--- config.mk ---
export PLATFORM = sky130hd
export DESIGN_NAME = lfsr_modulator
export DESIGN_NICKNAME = d
export VERILOG_FILES = /design/src/rtl/lfsr_modulator.sv
export SDC_FILE = /design/constraint.sdc
export NUM_CORES = 1
export LEC_CHECK = 0
export ABC_AREA = 1
export ABC_CLOCK_PERIOD_IN_PS = 2200
export CAP_MARGIN = 20
export CORE_MARGIN = 4
export CORE_UTILIZATION = 49
export CTS_CLUSTER_SIZE = 20
export DETAILED_ROUTE_END_ITERATION = 10
export GPL_TIMING_DRIVEN = 0
export PLACE_DENSITY = 0.91
export SYNTH_ARGS = -nofsm -noshare
export SYNTH_HDL_FRONTEND = slang
export SYNTH_SLANG_ARGS = --single-unit
--- constraint.sdc ---
create_clock -name clk -period 2.2 [get_ports clk]
set_clock_uncertainty 0.1 [all_clocks]
set_input_delay 0.55 -clock clk [delete_from_list [all_inputs] [get_ports clk]]
set_output_delay 0.55 -clock clk [all_outputs]
set_load 0.005 [all_outputs]
--- src/rtl/lfsr_modulator.sv ---
// Purpose: turns the slow-domain LFSR bit into a modulated DDS sample stream (ASK/FSK/BPSK/SQUARE).
// Latency: out_sample/out_valid/phase_inc_out register one clk after an accepted sample_en;
//          lfsr_bit reaches bit_edge/bit_count SYNC_STAGES+1 clk after it changes.
// Backpressure: none; every accepted strobe yields one out_valid pulse, back-to-back strobes included.
module lfsr_modulator #(
  parameter int DATA_W      = 12,
  parameter int PHASE_W     = 32,
  parameter int SYNC_STAGES = 2
) (
  input  logic                      clk,
  input  logic                      reset,
  input  logic                      lfsr_bit,
  input  logic                      sample_en,
  input  logic [1:0]                mod_sel,
  input  logic signed [DATA_W-1:0]  sin_in,
  input  logic [PHASE_W-1:0]        phase_inc_f0,
  input  logic [PHASE_W-1:0]        phase_inc_f1,
  output logic signed [DATA_W-1:0]  out_sample,
  output logic                      out_valid,
  output logic [PHASE_W-1:0]        phase_inc_out,
  output logic                      bit_edge,
  output logic [15:0]               bit_count
);

  localparam logic [1:0] MODE_ASK    = 2'b00;
  localparam logic [1:0] MODE_FSK    = 2'b01;
  localparam logic [1:0] MODE_BPSK   = 2'b10;
  localparam logic [1:0] MODE_SQUARE = 2'b11;

  localparam logic signed [DATA_W-1:0] S_MAX = {1'b0, {(DATA_W-1){1'b1}}};
  localparam logic signed [DATA_W-1:0] S_MIN = {1'b1, {(DATA_W-1){1'b0}}};

  typedef enum logic [1:0] {
    ST_IDLE = 2'd0,
    ST_RUN  = 2'd1,
    ST_MUTE = 2'd2
  } state_t;

  logic [SYNC_STAGES-1:0]    sync_q;
  logic                      bit_s;
  logic                      bit_s_d;
  logic                      armed;
  logic                      strobe;
  state_t                    state_q;
  state_t                    state_d;
  logic [1:0]                mode_q;
  logic                      mute_now;
  logic                      mode_load;
  logic                      phase_load;
  logic                      use_bit;
  logic signed [DATA_W-1:0]  neg_sin;
  logic signed [DATA_W-1:0]  sample_d;

  // Synchroniser chain bringing the slow-domain LFSR bit into clk.
  always_ff @(posedge clk or negedge reset) begin
    if (!reset) begin
      sync_q <= '0;
    end else begin
      sync_q <= {sync_q[SYNC_STAGES-2:0], lfsr_bit};
    end
  end

  assign bit_s = sync_q[SYNC_STAGES-1];

  // Edge detector and wrapping transition counter on the synchronised bit.
  always_ff @(posedge clk or negedge reset) begin
    if (!reset) begin
      bit_s_d   <= 1'b0;
      bit_edge  <= 1'b0;
      bit_count <= 16'd0;
    end else begin
      bit_s_d  <= bit_s;
      bit_edge <= bit_s ^ bit_s_d;
      if (bit_s ^ bit_s_d) begin
        bit_count <= bit_count + 16'd1;
      end
    end
  end

  // Ignore a strobe arriving on the first edge after reset release.
  always_ff @(posedge clk or negedge reset) begin
    if (!reset) begin
      armed <= 1'b0;
    end else begin
      armed <= 1'b1;
    end
  end

  assign strobe = sample_en & armed;

  // The bit applied at a strobe is the settled (pre-edge) value; a change
  // seen in the same cycle only takes effect at the following strobe.
  assign use_bit = bit_s_d;

  // FSM state register and held mode.
  always_ff @(posedge clk or negedge reset) begin
    if (!reset) begin
      state_q <= ST_IDLE;
      mode_q  <= MODE_ASK;
    end else begin
      state_q <= state_d;
      if (mode_load) begin
        mode_q <= mod_sel;
      end
    end
  end

  // Next-state logic; the FSM only moves on accepted strobes.
  always_comb begin
    state_d = state_q;
    if (strobe) begin
      unique case (state_q)
        ST_IDLE: state_d = ST_RUN;
        ST_RUN:  state_d = (mod_sel != mode_q) ? ST_MUTE : ST_RUN;
        ST_MUTE: state_d = ST_RUN;
        default: state_d = ST_IDLE;
      endcase
    end
  end

  // Output decode: pick the modulated sample and which registers load.
  always_comb begin
    mute_now   = (state_q == ST_RUN) && (mod_sel != mode_q);
    mode_load  = strobe && !mute_now;
    phase_load = strobe && !mute_now && (mod_sel == MODE_FSK);
    neg_sin    = (sin_in == S_MIN) ? S_MAX : -sin_in;
    sample_d   = '0;
    unique case (mod_sel)
      MODE_ASK:    sample_d = use_bit ? sin_in : '0;
      MODE_FSK:    sample_d = sin_in;
      MODE_BPSK:   sample_d = use_bit ? sin_in : neg_sin;
      MODE_SQUARE: sample_d = use_bit ? S_MAX : S_MIN;
      default:     sample_d = '0;
    endcase
    // A mode switch in RUN emits exactly one zero sample before the new mode.
    if (mute_now) begin
      sample_d = '0;
    end
  end

  // Registered outputs: sample, valid pulse and FSK phase increment.
  always_ff @(posedge clk or negedge reset) begin
    if (!reset) begin
      out_sample    <= '0;
      out_valid     <= 1'b0;
      phase_inc_out <= '0;
    end else begin
      out_valid <= strobe;
      if (strobe) begin
        out_sample <= sample_d;
      end
      if (phase_load) begin
        phase_inc_out <= use_bit ? phase_inc_f1 : phase_inc_f0;
      end
    end
  end

endmodule

==> qor.csv <==
metric;value;unit
ys_warn_count;0;
cp_slowest_cell;clkdlybuf4s50_1;
diodes;0;
drive_gt1_share;8.32;%
yosys.area.top_type;dfrtp_1;
cp.required;2370;ps
path_max_fanout;6;
avgSynthCellArea;7.22;um2
vias_per_cell;5.11;
clkTransAtPathRegs;80;ps
drtIter0Drc;163;
insertion_delay;350;ps
ant_nets;0;
antenna_found_initial;0;
synthArstFlopShare;100;%
fin_hold_ws;190;ps
synth_area_leaders;dfrtp_1 44%, nand2_1 23%, o21ai_0 4.8%;
post-route-util;74.1;%
setup_viol;0;
synth_edf_count;0;
cpLargestDelayFamily;simple AND/OR/NAND/NOR gates;
grt_pass1_vias;4089;
synth-seq-cells;70;
syn_inst;550;
crit_path_max_incr_delay;400;ps
numClockSinks;70;
die-area;9610;um2
io_buffer_count;143;
die_y;98.0;um
vdd_drop_max;0.000424;V
synthesis.nets;634;
avgRoutedWirePerCell;14.2;um
rows;32;
grt_pass1_wl;19000;um
dp_hpwl;8650;um
cts_tree;built;
max_freq;471;MHz
fin_nets;788;
hold_violations;0;
finalCritPeriodShare;96.6;%
cts_root_buf;clkbuf_8;
slew_violations;0;
cts-htree-levels;3;
track_usage;23.9;%
die_w;98.0;um
gr-total-overflow;0;
cts_hold_buf;0;
seq_area_frac_synth;44.1;%
cts_setup_buffers;0;
coreArea;7810;um2
worst_slew_pin_slew;867;ps
status;completed;
power_density;778;nW/um2
ioPinCount;144;
setup-tns-final;0;ps
cts_buffers;9;
dr_total_vias;4147;
arrival;2300;ps
timing.final.crit_period;2130;ps
grt_max_degree;71;
maxSlewHeadroom;42.2;%
leakage;2.83;nW
critical_path_class;input pin to flip-flop;
area_delta_synth_final;45.7;%
synthFlopType;dfrtp_1;
start_util;50.9;%
final_cell_mix;246 x nand2_1, 142 x clkdlybuf4s50_1, 70 x dfrtp_1, 37 x o21ai_0, 32 x inv_1;
clk_path_buf_depth;2;
synth.distinct_cells;31;
syn_area;3970;um2
layout_commonest_cell;nand2_1;
path_cells;clkdlybuf4s50_1 > inv_1 > ha_1 > nand3_1 > nor2_2 > nand3_2 > nand2_4 > nor2_1 > o21ai_1;
routed_wirelength;11500;um
yosys.area.top_type_share;44.1;%
hp-class;input pin to asynchronous set/reset pin;
drcViolationCount;0;
routabilityCongestion;0.890;
maxCapViolCount;0;
cp-start-kind;input pin;
cp.buffers_inverters;2;
first_pass_iters;5;
reg2reg_setup_slack;350;ps
worstSetupEndpointType;flip-flop;
where the power goes:
| part | total, mW | switching, mW | internal [mW] |
|---|---|---|---|
| Sequential | 1.79 | 0.218 | 1.58 |
| Combinational | 1.43 | 0.614 | 0.814 |
| Clock | 1.28 | 0.522 | 0.756 |
layout make-up:
cell class              instances  area (um2)
clock buffers                   9         124
clock inverters                 7         121
repair buffers                143        1430
multi-input cells             420        1940
plain buffers                  24         156
flip-flops and latches         70        1750
well taps                     102         128
inverters                      36         135
fillers                       609        2020
flip-flops by register name, summed over array words and instances (netlist names):
signal and flops:
phase_inc_out 32, bit_count 16, out_sample 12, mode_q 2, state_q 2, sync_q 2
armed 1, bit_edge 1, bit_s_d 1, out_valid 1
final timing paths:
path | endpoint | start | cells after the start
min in group clk | sync_q[1]$_DFF_PN0_ | sync_q[0]$_DFF_PN0_ | 0
max reg2reg | out_sample[1]$_DFFE_PN0P_ | bit_s_d$_DFF_PN0_ | 7
max in group asynchronous | phase_inc_out[8]$_DFFE_PN0P_ | reset | 1
min | bit_count[6]$_DFFE_PN0P_ | reset | 1
min reg2reg | sync_q[1]$_DFF_PN0_ | sync_q[0]$_DFF_PN0_ | 0
max | out_sample[0]$_DFFE_PN0P_ | sin_in[0] | 9
synthesized netlist by cell type (2+ instances only):
master    instances
dfrtp_1          70
xnor2_1           8
buf_2             4
inv_1            32
nor2_4            2
nand2_1         246
nand3_1          26
buf_4             4
a21oi_1          16
or2_2             2
o21ai_0          38
nand2_2          13
o21ai_1          14
nand4_1           4
clkbuf_1          9
inv_2             4
xor2_1            9
ha_1              2
buf_6             6
nor2_1           30
cell families after synthesis:
family | count (synthesis) | synth area share, %
AO/OA/AOI/OAI | 71 | 9.11
XOR/XNOR | 17 | 3.75
adder cells (fa/ha/maj) | 2 | 0.630
buffers and inverters | 60 | 7.34
flip-flops | 70 | 44.1
other | 1 | 0.0944
AND/OR/NAND/NOR | 329 | 35.0
layer usage:
metal  vias up  share of wire [%]  wire, um  global-route usage [%]
met3        25                8.4       967                    5.79
met2       189                 50      5790                    41.9
met5         -                  0         0                       0
met4         0                1.7       194                    7.24
met1      1909                 40      4570                    29.0
li1       2024                  -         -                       -
repair_timing:
action,in CTS,in global routing
resized for setup,1,3
cloned,0,0
setup endpoints to repair,2,9
through the flow:
step	instance area [um2]	setup WS [ps]	cells	power (mW)
after floorplan	3970	419	550	2.33
after global placement	5530	-1750	795	3.18
after detailed placement	5530	-353	795	3.24
after CTS	5780	9.66	811	4.51
after global routing	5790	-6.77	811	4.74
final	5790	74.7	811	4.50
No activity file was read; power rests on OpenSTA's default activity.
